--- src/rtl/uart_rx_fifo.sv ---
// uart_rx_fifo
// ------------
// Receive-side buffer that sits behind a UART receiver. Each completed frame
// arrives as a one-cycle rx_valid strobe. Frames that have a stop-bit error are
// counted and discarded. Good bytes are queued into a show-ahead FIFO for the
// consumer. A good byte that arrives while the FIFO is full, with no pop in the
// same cycle, is dropped and sets the sticky overflow flag.
//
// Ports
//   clk            in   single clock, rising edge
//   rst            in   asynchronous, active-high reset
//   rx_data        in   DATA_W  received byte, meaningful only with rx_valid
//   rx_valid       in   1       one-cycle strobe per completed frame
//   rx_frame_err   in   1       qualifies rx_valid: stop bit was sampled low
//   rd_en          in   1       consumer pop request
//   rd_data        out  DATA_W  head entry (show-ahead), don't-care while empty
//   empty          out  1       no entries stored
//   full           out  1       DEPTH entries stored
//   count          out  AW+1    number of stored entries
//   overflow       out  1       sticky: a good byte was dropped because full
//   frame_err_cnt  out  8       saturating count of rejected frames
//   clr_err        in   1       one-cycle clear of overflow and frame_err_cnt
//
// Handshake: the producer side has no back-pressure. A strobe is either stored,
// counted as a framing error, or dropped as an overflow in the cycle where it
// is presented. The consumer side is show-ahead. rd_data is valid whenever
// empty=0. A pop takes effect on the edge where rd_en=1 and empty=0. rd_en
// while empty is ignored.

module uart_rx_fifo #(
  parameter int DATA_W = 8,
  parameter int DEPTH  = 16,
  localparam int AW    = $clog2(DEPTH)
) (
  input  logic              clk,
  input  logic              rst,
  input  logic [DATA_W-1:0] rx_data,
  input  logic              rx_valid,
  input  logic              rx_frame_err,
  input  logic              rd_en,
  output logic [DATA_W-1:0] rd_data,
  output logic              empty,
  output logic              full,
  output logic [AW:0]       count,
  output logic              overflow,
  output logic [7:0]        frame_err_cnt,
  input  logic              clr_err
);

  localparam logic [AW:0] DEPTH_CNT = (AW+1)'(DEPTH);

  logic [DATA_W-1:0] mem [DEPTH];
  logic [AW-1:0]     wr_ptr;
  logic [AW-1:0]     rd_ptr;
  logic [AW:0]       cnt;

  logic good_frame;
  logic bad_frame;
  logic pop;
  logic push;
  logic drop;

  // Flags come straight from the registered count. No rx_* input reaches
  // them, or rd_data, combinationally.
  assign empty = (cnt == '0);
  assign full  = (cnt == DEPTH_CNT);
  assign count = cnt;

  assign good_frame = rx_valid && !rx_frame_err;
  assign bad_frame  = rx_valid &&  rx_frame_err;
  assign pop        = rd_en && !empty;
  // When the FIFO is full, a pop in the same cycle frees the slot the new
  // byte needs, so the write is still accepted.
  assign push       = good_frame && (!full || pop);
  assign drop       = good_frame && full && !pop;

  assign rd_data = mem[rd_ptr];

  // Storage is intentionally not reset. Its contents are unreachable while
  // the FIFO is empty.
  always_ff @(posedge clk) begin
    if (push) begin
      mem[wr_ptr] <= rx_data;
    end
  end

  // Pointers wrap naturally because they are exactly AW bits wide.
  always_ff @(posedge clk or posedge rst) begin
    if (rst) begin
      wr_ptr <= '0;
      rd_ptr <= '0;
      cnt    <= '0;
    end else begin
      if (push) begin
        wr_ptr <= wr_ptr + 1'b1;
      end
      if (pop) begin
        rd_ptr <= rd_ptr + 1'b1;
      end
      if (push && !pop) begin
        cnt <= cnt + 1'b1;
      end else if (pop && !push) begin
        cnt <= cnt - 1'b1;
      end
    end
  end

  // Error bookkeeping. When an error event coincides with clr_err, the new
  // event wins: the flag or counter restarts at 1 rather than 0.
  always_ff @(posedge clk or posedge rst) begin
    if (rst) begin
      overflow      <= 1'b0;
      frame_err_cnt <= '0;
    end else begin
      if (drop) begin
        overflow <= 1'b1;
      end else if (clr_err) begin
        overflow <= 1'b0;
      end

      if (bad_frame) begin
        if (clr_err) begin
          frame_err_cnt <= 8'd1;
        end else if (frame_err_cnt != 8'hFF) begin
          frame_err_cnt <= frame_err_cnt + 8'd1;
        end
      end else if (clr_err) begin
        frame_err_cnt <= '0;
      end
    end
  end

endmodule
--- config.mk ---
export PLATFORM = sky130hd
export DESIGN_NAME = uart_rx_fifo
export DESIGN_NICKNAME = d
export VERILOG_FILES = /design/src/rtl/uart_rx_fifo.sv
export SDC_FILE = /design/constraint.sdc
export NUM_CORES = 1
export LEC_CHECK = 0
export ABC_AREA = 0
export BUFFER_PORTS_ARGS = -buffer_cell sky130_fd_sc_hd__buf_2
export CAP_MARGIN = 0
export CORE_AREA = 5 5 156 83
export DETAILED_ROUTE_END_ITERATION = 10
export DIE_AREA = 0 0 161 88
export PLACE_DENSITY = 0.77
export RECOVER_POWER = 50
export SYNTH_ARGS = -nofsm -noshare
export SYNTH_HDL_FRONTEND = slang
export SYNTH_SLANG_ARGS = --single-unit
--- constraint.sdc ---
create_clock -name clk -period 4.2 [get_ports clk]
set_input_delay 0.42 -clock clk [delete_from_list [all_inputs] [get_ports clk]]
set_output_delay 0.42 -clock clk [all_outputs]
set_load 0.005 [all_outputs]
==> results.toml <==
[placed_design]
dp_hpwl_um = 7921
dp_cells = 519
io_buffer_count = 37
place_ws_ns = 0.9418
gp_congestion = 0.7782

[worst_setup_path]
max_stage_delay_ns = 0.57
path_class = "register to register"
crit_chain = "or4_1 > o21a_1 > inv_2 > ha_1 > inv_1 > fa_1 > a21o_1 > a2111oi_0 > a31oi_1 > a221o_1"
start_kind = "register"
cp_max_fo = 6
worstPathRequired_ns = 4.50
arrival_ns = 3.59
crit_path_end_kind = "register"
slowest_stage = "or4_1"

[routing]
vias_per_cell = 5.975
ant_nets = 0
drc = 0
wl_per_cell_um = 22.02
first_pass_iters = 5
vias = 3292
wl_um = 12130
drt_iter0_markers = 378

[clock_network]
cts-hold-fix-buffers = 0
clk_path_buf_depth = 2
clk_latency_ns = 0.42
cts_tree = "done"
cts_buffers = 17
clk_pin_slew_ns = 0.06
cts_sinks = 150
cts_setup_buffers = 0
cts_resized = 0
htreeDepth = 4
root_buffer = "clkbuf_16"

[sta]
finalMaxSlewViolations = 0
fin_crit_ns = 3.288
layout_setup_ws_ns = 0.9123
clock.fmax_ghz = 0.3042
slew_headroom = 0.3490
setup_viol = 0
hold_viol = 0
fin_setup_tns_ns = 0
tightest_slew_ns = 0.9729
clock_skew_ns = 0.008211
rsz0062_at_grt = "no"
holdWs_ns = 0.1724
timing.final.crit_share = 0.7828

[floorplanning]
initial_utilization = 0.5370
coreArea_sq_um = 11490
die_y_um = 88
ioPinCount = 38
die_area_sq_um = 14170
fp-row-count = 28
dieWidth_um = 161

[global_route]
grt_pass1_wl_um = 19150
met3_usage = 0.05642
grt_max_degree = 32
grt_pass1_vias = 3334
overflow = 0
grt.busiest_layer = "met2"
antenna_found_initial = 0
grt.met1_usage = 0.2733
grtUsageMet2 = 0.2794
grt_util_all_layers = 0.1881

[power_and_ir_drop]
p_per_area_nw_per_um2 = 645.4
max-vdd-ir-drop_uv = 280.1
total_power_mw = 4.570
power_leakage_nw = 2.482

[cells_and_area]
syn_to_final_growth_pct = 14.76
insertedDiodeCount = 0
fin_nets = 413
drive_above_1_share = 0.2145
final_cell_count_no_fill = 551

[logic_synthesis]
syn_nets = 366
ys_ff_latch = 150
yosysWarnings = 0
synthCells = 341
ys_seq_area_frac = 0.7121
synth_edf_count = 128
avgSynthCellArea_sq_um = 18.10
ys.flop_type = "edfxtp_1"
synth_area_sq_um = 6171
yosysUniqueCellTypes = 46
synthArstFlopShare = 0.1467

[flow_run]
cap_violations = 0

[worst_hold_path]
hold_path_class = "input pin to async pin"

[outcome]
outcome = "completed"
[metrics by stage]
stage                 util  cell area, sq um
floorplan                -              6171
global placement    0.5657              6500
detailed placement  0.5657              6500
CTS                 0.6175              7096
global route        0.6163              7082
finish              0.6163              7082
[cells in the final DEF, fill, tap and decap left out, types with 2 or more instances in the layout]
cell type / synthesis / layout
edfxtp_1: 128 / 128
buf_2: 3 / 26
nand2_1: 25 / 25
nor2_1: 22 / 22
dfrtp_1: 22 / 21
mux4_2: 19 / 19
clkbuf_16: 0 / 17
a22oi_1: 16 / 16
mux4_1: 13 / 13
clkbuf_1: 4 / 11
ha_1: 10 / 10
xnor2_1: 8 / 8
inv_1: 6 / 6
nor3_1: 6 / 6
buf_4: 1 / 6
o21ai_0: 4 / 4
xor2_1: 4 / 4
inv_6: 0 / 4
nand2b_1: 3 / 3
nand4_1: 3 / 3
o2111ai_1: 3 / 3
nor2b_1: 3 / 3
a21oi_1: 3 / 3
clkinv_4: 0 / 3
clkinvlp_4: 0 / 3
nor4_1: 2 / 2
nand3_1: 2 / 2
mux2i_1: 2 / 2
and3_1: 2 / 2
a21o_1: 2 / 2
bufinv_16: 0 / 2
inv_8: 0 / 2
[final cells by class]
class / count / area (sq um)
Fill cell: 812 / 4409
Tap cell: 150 / 187.7
Multi-Input combinational cell: 169 / 1660
Clock buffer: 17 / 425.4
Timing Repair Buffer: 43 / 216.5
Sequential cell: 150 / 4395
Clock inverter: 15 / 170.2
Inverter: 7 / 26.28
[flip-flops by register name, indices dropped and copies added, names as in the netlist]
| name | count |
|---|---|
| count | 5 |
| frame_err_cnt | 8 |
| mem | 128 |
| overflow | 1 |
| rd_ptr | 4 |
| wr_ptr | 4 |
[kinds of logic after synthesis]
kind of cell | Yosys count | synth area share
flops | 150 | 0.7121
simple gates | 73 | 0.05373
compound gates | 38 | 0.04502
mux | 35 | 0.1298
buf+inv | 22 | 0.01885
xor+xnor | 12 | 0.01703
fa+ha+maj | 11 | 0.02352
[routing by layer]
metal | up-vias | wire length [um]
met4 | 0 | 153
met2 | 122 | 5489
met3 | 15 | 866
met5 | - | 0
met1 | 1688 | 5622
li1 | 1467 | -
[synthesized netlist by cell type (all sizes together) (6+ instances only)]
cell	count	area, sq um
edfxtp	128	3844
mux4	32	769.5
nand2	25	93.84
dfrtp	22	550.5
nor2	22	82.58
a22oi	16	120.1
buf	11	75.06
ha	10	125.1
xnor2	8	70.07
inv	7	26.27
nor3	6	30.03
[report_power, final]
group,switching (mW),leakage (nW),internal [mW],total (mW)
logic,0.531,0.768,0.555,1.09
registers,0.221,1.43,1.75,1.97
clock network,0.624,0.282,0.890,1.51
total,1.38,2.48,3.19,4.57
[path summary, 6_finish.rpt]
| path | startpoint | end | slack, ns | cells after the start |
|---|---|---|---|---|
| worst min register to register | overflow | overflow | 0.54 | 2 |
| min in group clk | rd_en | overflow | 0.31 | 4 |
| worst min-delay path | rst | frame_err_cnt[0] | 0.17 | 2 |
| worst max register to register | count[0] | count[4] | 0.91 | 10 |
| max in group asynchronous | rst | rd_ptr[0] | 3.45 | 2 |
| worst max-delay path | count[0] | count[4] | 0.91 | 10 |
[worst max-delay path, delay by kind of cell, from the launching register on]
| family | cells | cell delay (ns) |
|---|---|---|
| AND/OR/NAND/NOR | 1 | 0.57 |
| flip-flops | 1 | 0.44 |
| buffers and inverters | 2 | 0.22 |
| adder cells (fa/ha/maj) | 2 | 0.63 |
| AO/OA/AOI/OAI | 5 | 1.31 |
No activity file was read; power rests on OpenSTA's default activity.
